===== config.mk =====
export PLATFORM = sky130hd
export DESIGN_NAME = uart_tx_arbiter_flat
export DESIGN_NICKNAME = d
export VERILOG_FILES = /design/src/rtl/uart_tx_arbiter_if.sv /design/src/rtl/uart_tx_arbiter.sv /design/src/flat_wrapper.sv
export SDC_FILE = /design/constraint.sdc
export NUM_CORES = 1
export LEC_CHECK = 0
export ABC_AREA = 1
export CORE_ASPECT_RATIO = 0.8
export CORE_UTILIZATION = 50
export DETAILED_ROUTE_END_ITERATION = 6
export PLACE_DENSITY_LB_ADDON = 0.1
export SKIP_CTS_REPAIR_TIMING = 1
export SYNTH_ARGS = -nofsm -noshare
export SYNTH_HDL_FRONTEND = slang
export SYNTH_SLANG_ARGS = --single-unit

===== constraint.sdc =====
create_clock -name x16_BAUD -period 2.7 [get_ports x16_BAUD]
set_input_delay 0.81 -clock x16_BAUD [delete_from_list [all_inputs] [get_ports x16_BAUD]]
set_output_delay 0.81 -clock x16_BAUD [all_outputs]
set_load 0.005 [all_outputs]

===== src/rtl/uart_tx_arbiter_if.sv =====
// Byte-source / UART-TX handshake bundle between the arbiter and its environment.
// The master modport is the arbiter; the slave modport is the requesters plus the TX.
interface uart_tx_arbiter_if #(
  parameter int P_NUM_REQ = 4
);
  localparam int GW = (P_NUM_REQ > 1) ? $clog2(P_NUM_REQ) : 1;

  logic [P_NUM_REQ-1:0]   req_valid;
  logic [8*P_NUM_REQ-1:0] req_data;
  logic [P_NUM_REQ-1:0]   req_last;
  logic [P_NUM_REQ-1:0]   req_ready;
  logic                   tx_start;
  logic [7:0]             tx_data;
  logic                   tx_busy;
  logic                   grant_valid;
  logic [GW-1:0]          grant_id;
  logic                   ack_timeout;

  modport master (
    input  req_valid, req_data, req_last, tx_busy,
    output req_ready, tx_start, tx_data, grant_valid, grant_id, ack_timeout
  );

  modport slave (
    output req_valid, req_data, req_last, tx_busy,
    input  req_ready, tx_start, tx_data, grant_valid, grant_id, ack_timeout
  );
endinterface


===== src/rtl/uart_tx_arbiter.sv =====
// Round-robin arbiter sharing one UART transmitter among byte sources, with burst
// limiting, a tx_start/tx_busy handshake and a timeout for a start the TX never took.
module uart_tx_arbiter #(
  parameter int P_NUM_REQ   = 4,
  parameter int P_MAX_BURST = 4,
  parameter int P_ACK_TO    = 32
) (
  input  logic              x16_BAUD,
  input  logic              reset,
  uart_tx_arbiter_if.master bus
);
  localparam int GW = (P_NUM_REQ > 1) ? $clog2(P_NUM_REQ) : 1;
  localparam int BW = $clog2(P_MAX_BURST + 1);
  localparam int AW = $clog2(P_ACK_TO);

  typedef enum logic [1:0] {
    S_IDLE      = 2'd0,
    S_ISSUE     = 2'd1,
    S_WAIT_ACK  = 2'd2,
    S_WAIT_DONE = 2'd3
  } state_t;

  state_t                 state_q, state_d;
  logic [GW-1:0]          grant_id_q, grant_id_d;
  logic [GW-1:0]          last_grant_q, last_grant_d;
  logic                   grant_valid_q, grant_valid_d;
  logic                   last_flag_q, last_flag_d;
  logic [BW-1:0]          burst_cnt_q, burst_cnt_d;
  logic [AW-1:0]          ack_cnt_q, ack_cnt_d;
  logic [7:0]             tx_data_q, tx_data_d;
  logic                   tx_start_q, tx_start_d;
  logic [P_NUM_REQ-1:0]   req_ready_q, req_ready_d;
  logic                   ack_timeout_q, ack_timeout_d;

  logic [7:0]             req_byte [P_NUM_REQ];
  logic [P_NUM_REQ-1:0]   grant_onehot;
  logic [GW-1:0]          pick_id;
  logic                   pick_found;
  logic                   cur_valid;
  logic                   ack_expire;

  for (genvar gi = 0; gi < P_NUM_REQ; gi++) begin : g_req
    assign req_byte[gi]     = bus.req_data[8*gi +: 8];
    assign grant_onehot[gi] = (grant_id_q == GW'(gi));
  end

  assign cur_valid  = bus.req_valid[grant_id_q];
  assign ack_expire = (state_q == S_WAIT_ACK) && !bus.tx_busy &&
                      (ack_cnt_q == AW'(P_ACK_TO - 1));

  // First asserted requester strictly after the previous owner, wrapping around.
  always_comb begin
    pick_found = 1'b0;
    pick_id    = '0;
    for (int k = 1; k <= P_NUM_REQ; k++) begin
      if (!pick_found && bus.req_valid[(int'(last_grant_q) + k) % P_NUM_REQ]) begin
        pick_found = 1'b1;
        pick_id    = GW'((int'(last_grant_q) + k) % P_NUM_REQ);
      end
    end
  end

  always_ff @(posedge x16_BAUD or posedge reset) begin
    if (reset) begin
      state_q       <= S_IDLE;
      grant_id_q    <= '0;
      last_grant_q  <= GW'(P_NUM_REQ - 1);
      grant_valid_q <= 1'b0;
      last_flag_q   <= 1'b0;
      burst_cnt_q   <= '0;
      ack_cnt_q     <= '0;
      tx_data_q     <= '0;
      tx_start_q    <= 1'b0;
      req_ready_q   <= '0;
      ack_timeout_q <= 1'b0;
    end else begin
      state_q       <= state_d;
      grant_id_q    <= grant_id_d;
      last_grant_q  <= last_grant_d;
      grant_valid_q <= grant_valid_d;
      last_flag_q   <= last_flag_d;
      burst_cnt_q   <= burst_cnt_d;
      ack_cnt_q     <= ack_cnt_d;
      tx_data_q     <= tx_data_d;
      tx_start_q    <= tx_start_d;
      req_ready_q   <= req_ready_d;
      ack_timeout_q <= ack_timeout_d;
    end
  end

  always_comb begin
    state_d       = state_q;
    grant_id_d    = grant_id_q;
    last_grant_d  = last_grant_q;
    grant_valid_d = grant_valid_q;
    last_flag_d   = last_flag_q;
    burst_cnt_d   = burst_cnt_q;
    ack_cnt_d     = ack_cnt_q;
    tx_data_d     = tx_data_q;
    case (state_q)
      S_IDLE: begin
        if (pick_found) begin
          grant_id_d    = pick_id;
          grant_valid_d = 1'b1;
          burst_cnt_d   = '0;
          state_d       = S_ISSUE;
        end
      end
      S_ISSUE: begin
        if (cur_valid) begin
          tx_data_d   = req_byte[grant_id_q];
          last_flag_d = bus.req_last[grant_id_q];
          burst_cnt_d = burst_cnt_q + BW'(1);
          ack_cnt_d   = '0;
          state_d     = S_WAIT_ACK;
        end else begin
          grant_valid_d = 1'b0;
          last_grant_d  = grant_id_q;
          state_d       = S_IDLE;
        end
      end
      S_WAIT_ACK: begin
        if (bus.tx_busy) begin
          state_d = S_WAIT_DONE;
        end else if (ack_expire) begin
          // The lost byte counts as consumed; the grant is given up, not retried.
          grant_valid_d = 1'b0;
          last_grant_d  = grant_id_q;
          state_d       = S_IDLE;
        end else begin
          ack_cnt_d = ack_cnt_q + AW'(1);
        end
      end
      S_WAIT_DONE: begin
        if (!bus.tx_busy) begin
          if (last_flag_q || (burst_cnt_q == BW'(P_MAX_BURST)) || !cur_valid) begin
            grant_valid_d = 1'b0;
            last_grant_d  = grant_id_q;
            state_d       = S_IDLE;
          end else begin
            state_d = S_ISSUE;
          end
        end
      end
      default: state_d = S_IDLE;
    endcase
  end

  // Pulses are registered so tx_start appears together with the byte it loads.
  always_comb begin
    tx_start_d    = 1'b0;
    req_ready_d   = '0;
    ack_timeout_d = ack_expire;
    if ((state_q == S_ISSUE) && cur_valid) begin
      tx_start_d  = 1'b1;
      req_ready_d = grant_onehot;
    end
  end

  assign bus.req_ready   = req_ready_q;
  assign bus.tx_start    = tx_start_q;
  assign bus.tx_data     = tx_data_q;
  assign bus.grant_valid = grant_valid_q;
  assign bus.grant_id    = grant_id_q;
  assign bus.ack_timeout = ack_timeout_q;
endmodule


===== src/flat_wrapper.sv =====
// flat-port wrapper written by rule: the top's interface ports become plain ports
module uart_tx_arbiter_flat 
#(
  parameter int P_NUM_REQ   = 4,
  parameter int P_MAX_BURST = 4,
  parameter int P_ACK_TO    = 32
)
  (x16_BAUD, reset, bus_req_valid, bus_req_data, bus_req_last, bus_tx_busy, bus_req_ready, bus_tx_start, bus_tx_data, bus_grant_valid, bus_grant_id, bus_ack_timeout);
  uart_tx_arbiter_if #(.P_NUM_REQ(P_NUM_REQ)) bus_i ();
  input  logic x16_BAUD;
  input  logic reset;
  input wire logic [$bits(bus_i.req_valid)-1:0] bus_req_valid;
  input wire logic [$bits(bus_i.req_data)-1:0] bus_req_data;
  input wire logic [$bits(bus_i.req_last)-1:0] bus_req_last;
  input wire logic [$bits(bus_i.tx_busy)-1:0] bus_tx_busy;
  output wire logic [$bits(bus_i.req_ready)-1:0] bus_req_ready;
  output wire logic [$bits(bus_i.tx_start)-1:0] bus_tx_start;
  output wire logic [$bits(bus_i.tx_data)-1:0] bus_tx_data;
  output wire logic [$bits(bus_i.grant_valid)-1:0] bus_grant_valid;
  output wire logic [$bits(bus_i.grant_id)-1:0] bus_grant_id;
  output wire logic [$bits(bus_i.ack_timeout)-1:0] bus_ack_timeout;
  assign bus_i.req_valid = bus_req_valid;
  assign bus_i.req_data = bus_req_data;
  assign bus_i.req_last = bus_req_last;
  assign bus_i.tx_busy = bus_tx_busy;
  assign bus_req_ready = bus_i.req_ready;
  assign bus_tx_start = bus_i.tx_start;
  assign bus_tx_data = bus_i.tx_data;
  assign bus_grant_valid = bus_i.grant_valid;
  assign bus_grant_id = bus_i.grant_id;
  assign bus_ack_timeout = bus_i.ack_timeout;
  uart_tx_arbiter #(.P_NUM_REQ(P_NUM_REQ), .P_MAX_BURST(P_MAX_BURST), .P_ACK_TO(P_ACK_TO)) u_core (.x16_BAUD(x16_BAUD), .reset(reset), .bus(bus_i));
endmodule

# Yosys cells after proc, flatten, opt, wreduce, memory -nomap -nowiden
# Index checks and enable logic that the tools add are counted.
# word_totals
register_bits,30
latchBits,0
ram_bits,0
rom_bits,0
inputBits,43
out_inout_bits,17
mem_count,0
# op_classes
n_addsub,6
mul,0
div,0
n_lt_le_gt_ge,6
eq_ne,17
n_shift,0
muxes,56
bitwise,5
reduce_logical,29
# ops
op,n
2-bit 2-to-1 mux,14
1-bit 2-to-1 mux,22
8-bit binary-select mux with 2-bit select,1
"3-bit by 4-bit less-than comparator with 1-bit output, second input constant",4
8-bit 2-to-1 mux,2
5-bit 2-to-1 mux,3
1-bit binary-select mux with 2-bit select,6
6-bit AND reduction,2
5-bit one-hot mux with 2 select lines,1
"2-bit == test, second input constant",4
"2-bit by 1-bit inequality test with 1-bit output, second input constant",4
"2-bit inequality test, second input constant",4
2-bit one-hot mux with 4 select lines,1
2-bit OR reduction,4
1-bit logical AND,6
3-bit 2-to-1 mux,2
2-bit one-hot mux with 3 select lines,1
3-bit one-hot mux with 2 select lines,1
3-bit AND reduction,2
"5-bit by 1-bit adder with 5-bit output, second input constant",1
"5-bit == test, second input constant",1
1-bit zero test,5
"2-bit by 1-bit adder with 2-bit output, second input constant",2
"2-bit adder, second input constant",2
16 further kinds,24

# Longest topological paths before layout
# depth
depth_word,18
depth_mapped,12
depth_no_buf,11

# Least setup slack after synthesis
# No wires, ideal clock.
# synth_path
kind,input to register
startpoint,input bus_req_valid[2]
endpoint,"register u_core.grant_id_q[0], in the netlist u_core.bus.grant_id[0]"
t_arrival_ns,1.573
required_time_ns,2.583
setup_slack_ns,1.010
path_stages,10
path_cell_list,nand2_1 > nand2_1 > nand2_1 > nand2_1 > nor2_2 > nand3_1 > nand2_2 > inv_2 > nand3_1 > nand2_1
# synth_via
elab_chain_len,14
elab_cells_between_ends,27
cone_classes,mux (20); reduce/logical (7)
# synth_rtl
item,line_no,rtl
from (decl),flat_wrapper.sv:12,input wire logic [$bits(bus_i.req_valid)-1:0] bus_req_valid;
1-bit binary-select mux with 2-bit select,uart_tx_arbiter.sv:56,if (!pick_found && bus.req_valid[(int'(last_grant_q) + k) % P_NUM_REQ]) begin
1-bit 2-to-1 mux (not written as such) (2 in a row),uart_tx_arbiter.sv:56,
1-bit 2-to-1 mux,uart_tx_arbiter.sv:56,
1-bit zero test,uart_tx_arbiter.sv:56,
1-bit logical AND,uart_tx_arbiter.sv:56,
1-bit 2-to-1 mux,uart_tx_arbiter.sv:56,
1-bit zero test,uart_tx_arbiter.sv:56,
1-bit logical AND,uart_tx_arbiter.sv:56,
1-bit 2-to-1 mux,uart_tx_arbiter.sv:56,
1-bit zero test,uart_tx_arbiter.sv:56,
1-bit logical AND,uart_tx_arbiter.sv:56,
1-bit 2-to-1 mux,uart_tx_arbiter.sv:56,
2-bit AND reduction (no line),n/a,
to (signal assigned),uart_tx_arbiter.sv:78,grant_id_q <= grant_id_d;
to (decl),uart_tx_arbiter.sv:24,"logic [GW-1:0] grant_id_q, grant_id_d;"
# Several ways; a longest one is shown, not always the timed one. The select of a mux whose other input is x is not followed.
# A chain may end at the register's enable or synchronous reset.

# Final worst setup path
# layout_path
startpoint,"register u_core.grant_id_q[0], in the netlist u_core.bus.grant_id[0]"
endpoint,output bus_grant_id[0]
# layout_lines
item,line_no,rtl
to (decl),flat_wrapper.sv:20,output wire logic [$bits(bus_i.grant_id)-1:0] bus_grant_id;
# No word-level cell between the ends.

==> results_dict.tcl <==
set metrics [dict create \
    status "completed" \
    internal-power_mw 1.44 \
    rows 19 \
    crit_cells 1 \
    num_antenna_cells 0 \
    cp-end-kind "output port" \
    path_delay_family "flip-flops" \
    clk_pin_slew_ns 0.07 \
    synth_top_family_by_area "simple AND/OR/NAND/NOR gates" \
    pwr-share-seq_pct 32.0 \
    finalCoreUtilization_pct 73.8 \
    wl_um 4660 \
    n_fill_cell 281 \
    stdcell_count 364 \
    fin_nets 368 \
    io_pins 60 \
    die_x_um 69.9 \
    port_buffers 59 \
    grt_pass1_wl_um 7760 \
    yosysWarnings 0 \
    startpoint_type "flip-flop" \
    synth_xor_area_share_pct 0.476 \
    clock.fmax_ghz 0.424 \
    start_util_pct 53.1 \
    synthCells 260 \
    yosysUniqueCellTypes 26 \
    drive_above_1_share_pct 9.32 \
    yosys.area_share.simple_pct 38.0 \
    hold_viol 0 \
    period_minus_slack_ns 2.36 \
    syn_area_um2 1840 \
    crit_chain "clkdlybuf4s50_1" \
    drt_iter0_markers 191 \
    path_buf_inv 1 \
    rr_startpoint "u_core.bus.grant_id[1]$_DFFE_PP0P_" \
    placed_cells 356 \
    max_stage_delay_ns 0.66 \
    cts_root_buf "clkbuf_8" \
    cts_tree "yes" \
    cts_buffers 5 \
    ys_ff_latch 30 \
    post_dp_cell_area_um2 2470 \
    cts-htree-levels 2 \
    arrival_ns 1.55 \
    relSlewSlack_pct 66.7 \
    path_max_fanout 9 \
    final-setup-viol-count 0 \
    seq_area_um2 753 \
    grt_max_degree 31 \
    worstSkewPairLatency_ns 0.29 \
    multi_input_area_um2 938 \
    skew_ns 0.0120 \
    die_h_um 56.3 \
    rrSetupSlack_ns 0.60 \
    pwr-share-comb_pct 53.7 \
    timing.setup.tns_ns 0 \
    min_to "u_core.bus.grant_valid$_DFFE_PP0P_" \
    grt-ovfl-total 0 \
    antenna_found_initial 0 \
    synthAdderAreaFrac_pct 2.72 \
    avgSynthCellArea_um2 7.08 \
    final_cell_area_um2 2560 \
    p_clk_share_pct 14.3 \
    final_cell_mix "84 x nand2_1, 59 x clkdlybuf4s50_1, 40 x nand3_1" \
    worst_ir_drop_vdd_v 0.000523 \
    synth_compound_area_share_pct 9.71 \
    core_um2 3470 \
    globalRouteTotalUtil_pct 25.9 \
    drc_errors 0 \
    powerDensity_nw_per_um2 1030 \
    leakagePower_nw 1.22 \
    first_pass_iters 4 \
    worst_pin_slew_ns 0.500 \
    place_congestion 0.896 \
    worstHoldPathCells 2 \
    cp_slowest_cell "dfrtp_1" \
    slew_viol_final 0 \
    ys_seq_area_share_pct 40.9 \
    p_sw_mw 1.21 \
    p_sw_share_pct 45.7 \
    worstSetupPathType "flip-flop to output port" \
    min_period_over_period_pct 87.3 \
    grt_pass1_vias 1713 \
    hold_slack_ns 0.474 \
    vias_per_cell 5.28 \
    ant_nets 0 \
    clockBufferDepth 2 \
    cp.required_ns 1.89 \
    cts.sinks 30 \
    synth.mux.area_fraction_pct 0 \
    r2r_cells 9 \
    mostFrequentLayoutCell "nand2_1" \
    hpwlAfterDp_um 3450 \
    rsz0062_at_grt "no" \
    hp-class "flip-flop to flip-flop" \
    syn_nets 307 \
    timing.rr.end "u_core.ack_cnt_q[3]$_DFFE_PP0P_" \
    syn_to_final_growth_pct 39.1 \
    maxCapViolCount 0 \
    vias 1923 \
    drt-wirelength-per-cell_um 12.8 \
    worstHoldStart "u_core.bus.grant_valid$_DFFE_PP0P_" \
    floorplan.die_area_um2 3930 \
]
state kept, by name (all words and copies together) (netlist names):
register	count
u_core.burst_cnt_q	3
u_core.last_flag_q	1
u_core.bus.tx_start	1
u_core.bus.grant_id	2
u_core.state_q	2
u_core.last_grant_q	2
u_core.bus.grant_valid	1
u_core.ack_cnt_q	5
u_core.bus.ack_timeout	1
u_core.bus.tx_data	8
u_core.bus.req_ready	4
power by group through the flow:
stage	clock network [mW]	logic, mW	registers [mW]
after floorplan	0	1.01	0.753
after global placement	0	1.39	0.841
after detailed placement	0	1.41	0.842
after CTS	0.383	1.42	0.843
after global routing	0.406	1.60	0.868
final	0.378	1.42	0.848
worst min-delay path, delay by kind of cell (launching register included):
family / cells / cell delay (ns)
DFF: 1 / 0.35
and+or+nand+nor: 2 / 0.10
Yosys cell counts:
library cell | instances | share of area (%)
nand4_1 | 7 | 2.4
dfrtp_1 | 28 | 38
o31ai_1 | 1 | 0.41
nand2_2 | 4 | 1.4
buf_2 | 3 | 0.81
buf_6 | 1 | 0.61
o21ai_0 | 11 | 3.0
ha_1 | 4 | 2.7
nand2_1 | 84 | 17
nor3_1 | 4 | 1.1
nand3_1 | 40 | 11
nor2_4 | 1 | 0.61
nor2_1 | 14 | 2.9
nor2_2 | 2 | 0.68
o21ai_1 | 5 | 1.4
a21boi_0 | 1 | 0.41
buf_4 | 2 | 0.81
a21oi_1 | 12 | 3.3
a31oi_1 | 1 | 0.34
inv_1 | 20 | 4.1
dfstp_2 | 2 | 2.9
inv_2 | 5 | 1.0
xnor2_1 | 1 | 0.48
nor2_8 | 1 | 1.1
clkbuf_1 | 4 | 0.81
a21oi_2 | 2 | 0.95
cell type report:
cell class,count,area share (%)
multi-input cells,195,36.6
clock buffers,6,3.22
clock inverters,2,0.489
flip-flops and latches,30,29.4
well taps,42,2.05
repair buffers,64,24.5
inverters,25,3.66
how the worst max path moves through the flow:
stage	from	to	slack, ns
after floorplan	bus_req_valid[2]	u_core.bus.grant_id[0]$_DFFE_PP0P_	1.01
after global placement	bus_req_valid[1]	u_core.ack_cnt_q[3]$_DFFE_PP0P_	0.28
after detailed placement	bus_req_valid[1]	u_core.bus.tx_data[3]$_DFFE_PP0P_	0.27
after CTS	u_core.bus.grant_id[0]$_DFFE_PP0P_	bus_grant_id[0]	0.34
after global routing	u_core.bus.grant_id[0]$_DFFE_PP0P_	bus_grant_id[0]	0.29
final	u_core.bus.grant_id[0]$_DFFE_PP0P_	bus_grant_id[0]	0.34
routing by layer:
layer | vias to the layer above | share of wire, % | track usage [%]
met2 | 86 | 43 | 39.1
met3 | 5 | 8.9 | 9.34
li1 | 969 | - | -
met4 | 0 | 1.1 | 8.57
met5 | - | 0 | 0
met1 | 863 | 47 | 34.6
logic make-up (layout without fill, tap and decap cells):
group | after synthesis | after routing
compound gates | 33 | 33
xor+xnor | 1 | 1
fa+ha+maj | 4 | 4
buf+inv | 35 | 97
flops | 30 | 30
simple gates | 157 | 157
per-stage QoR:
step                power [mW]  setup WS, ns
floorplan                 1.76          1.01
global placement          2.23         0.285
global route              2.87         0.294
CTS                       2.64         0.340
detailed placement        2.25         0.273
finish                    2.65         0.343
No activity file was read; power rests on OpenSTA's default activity.
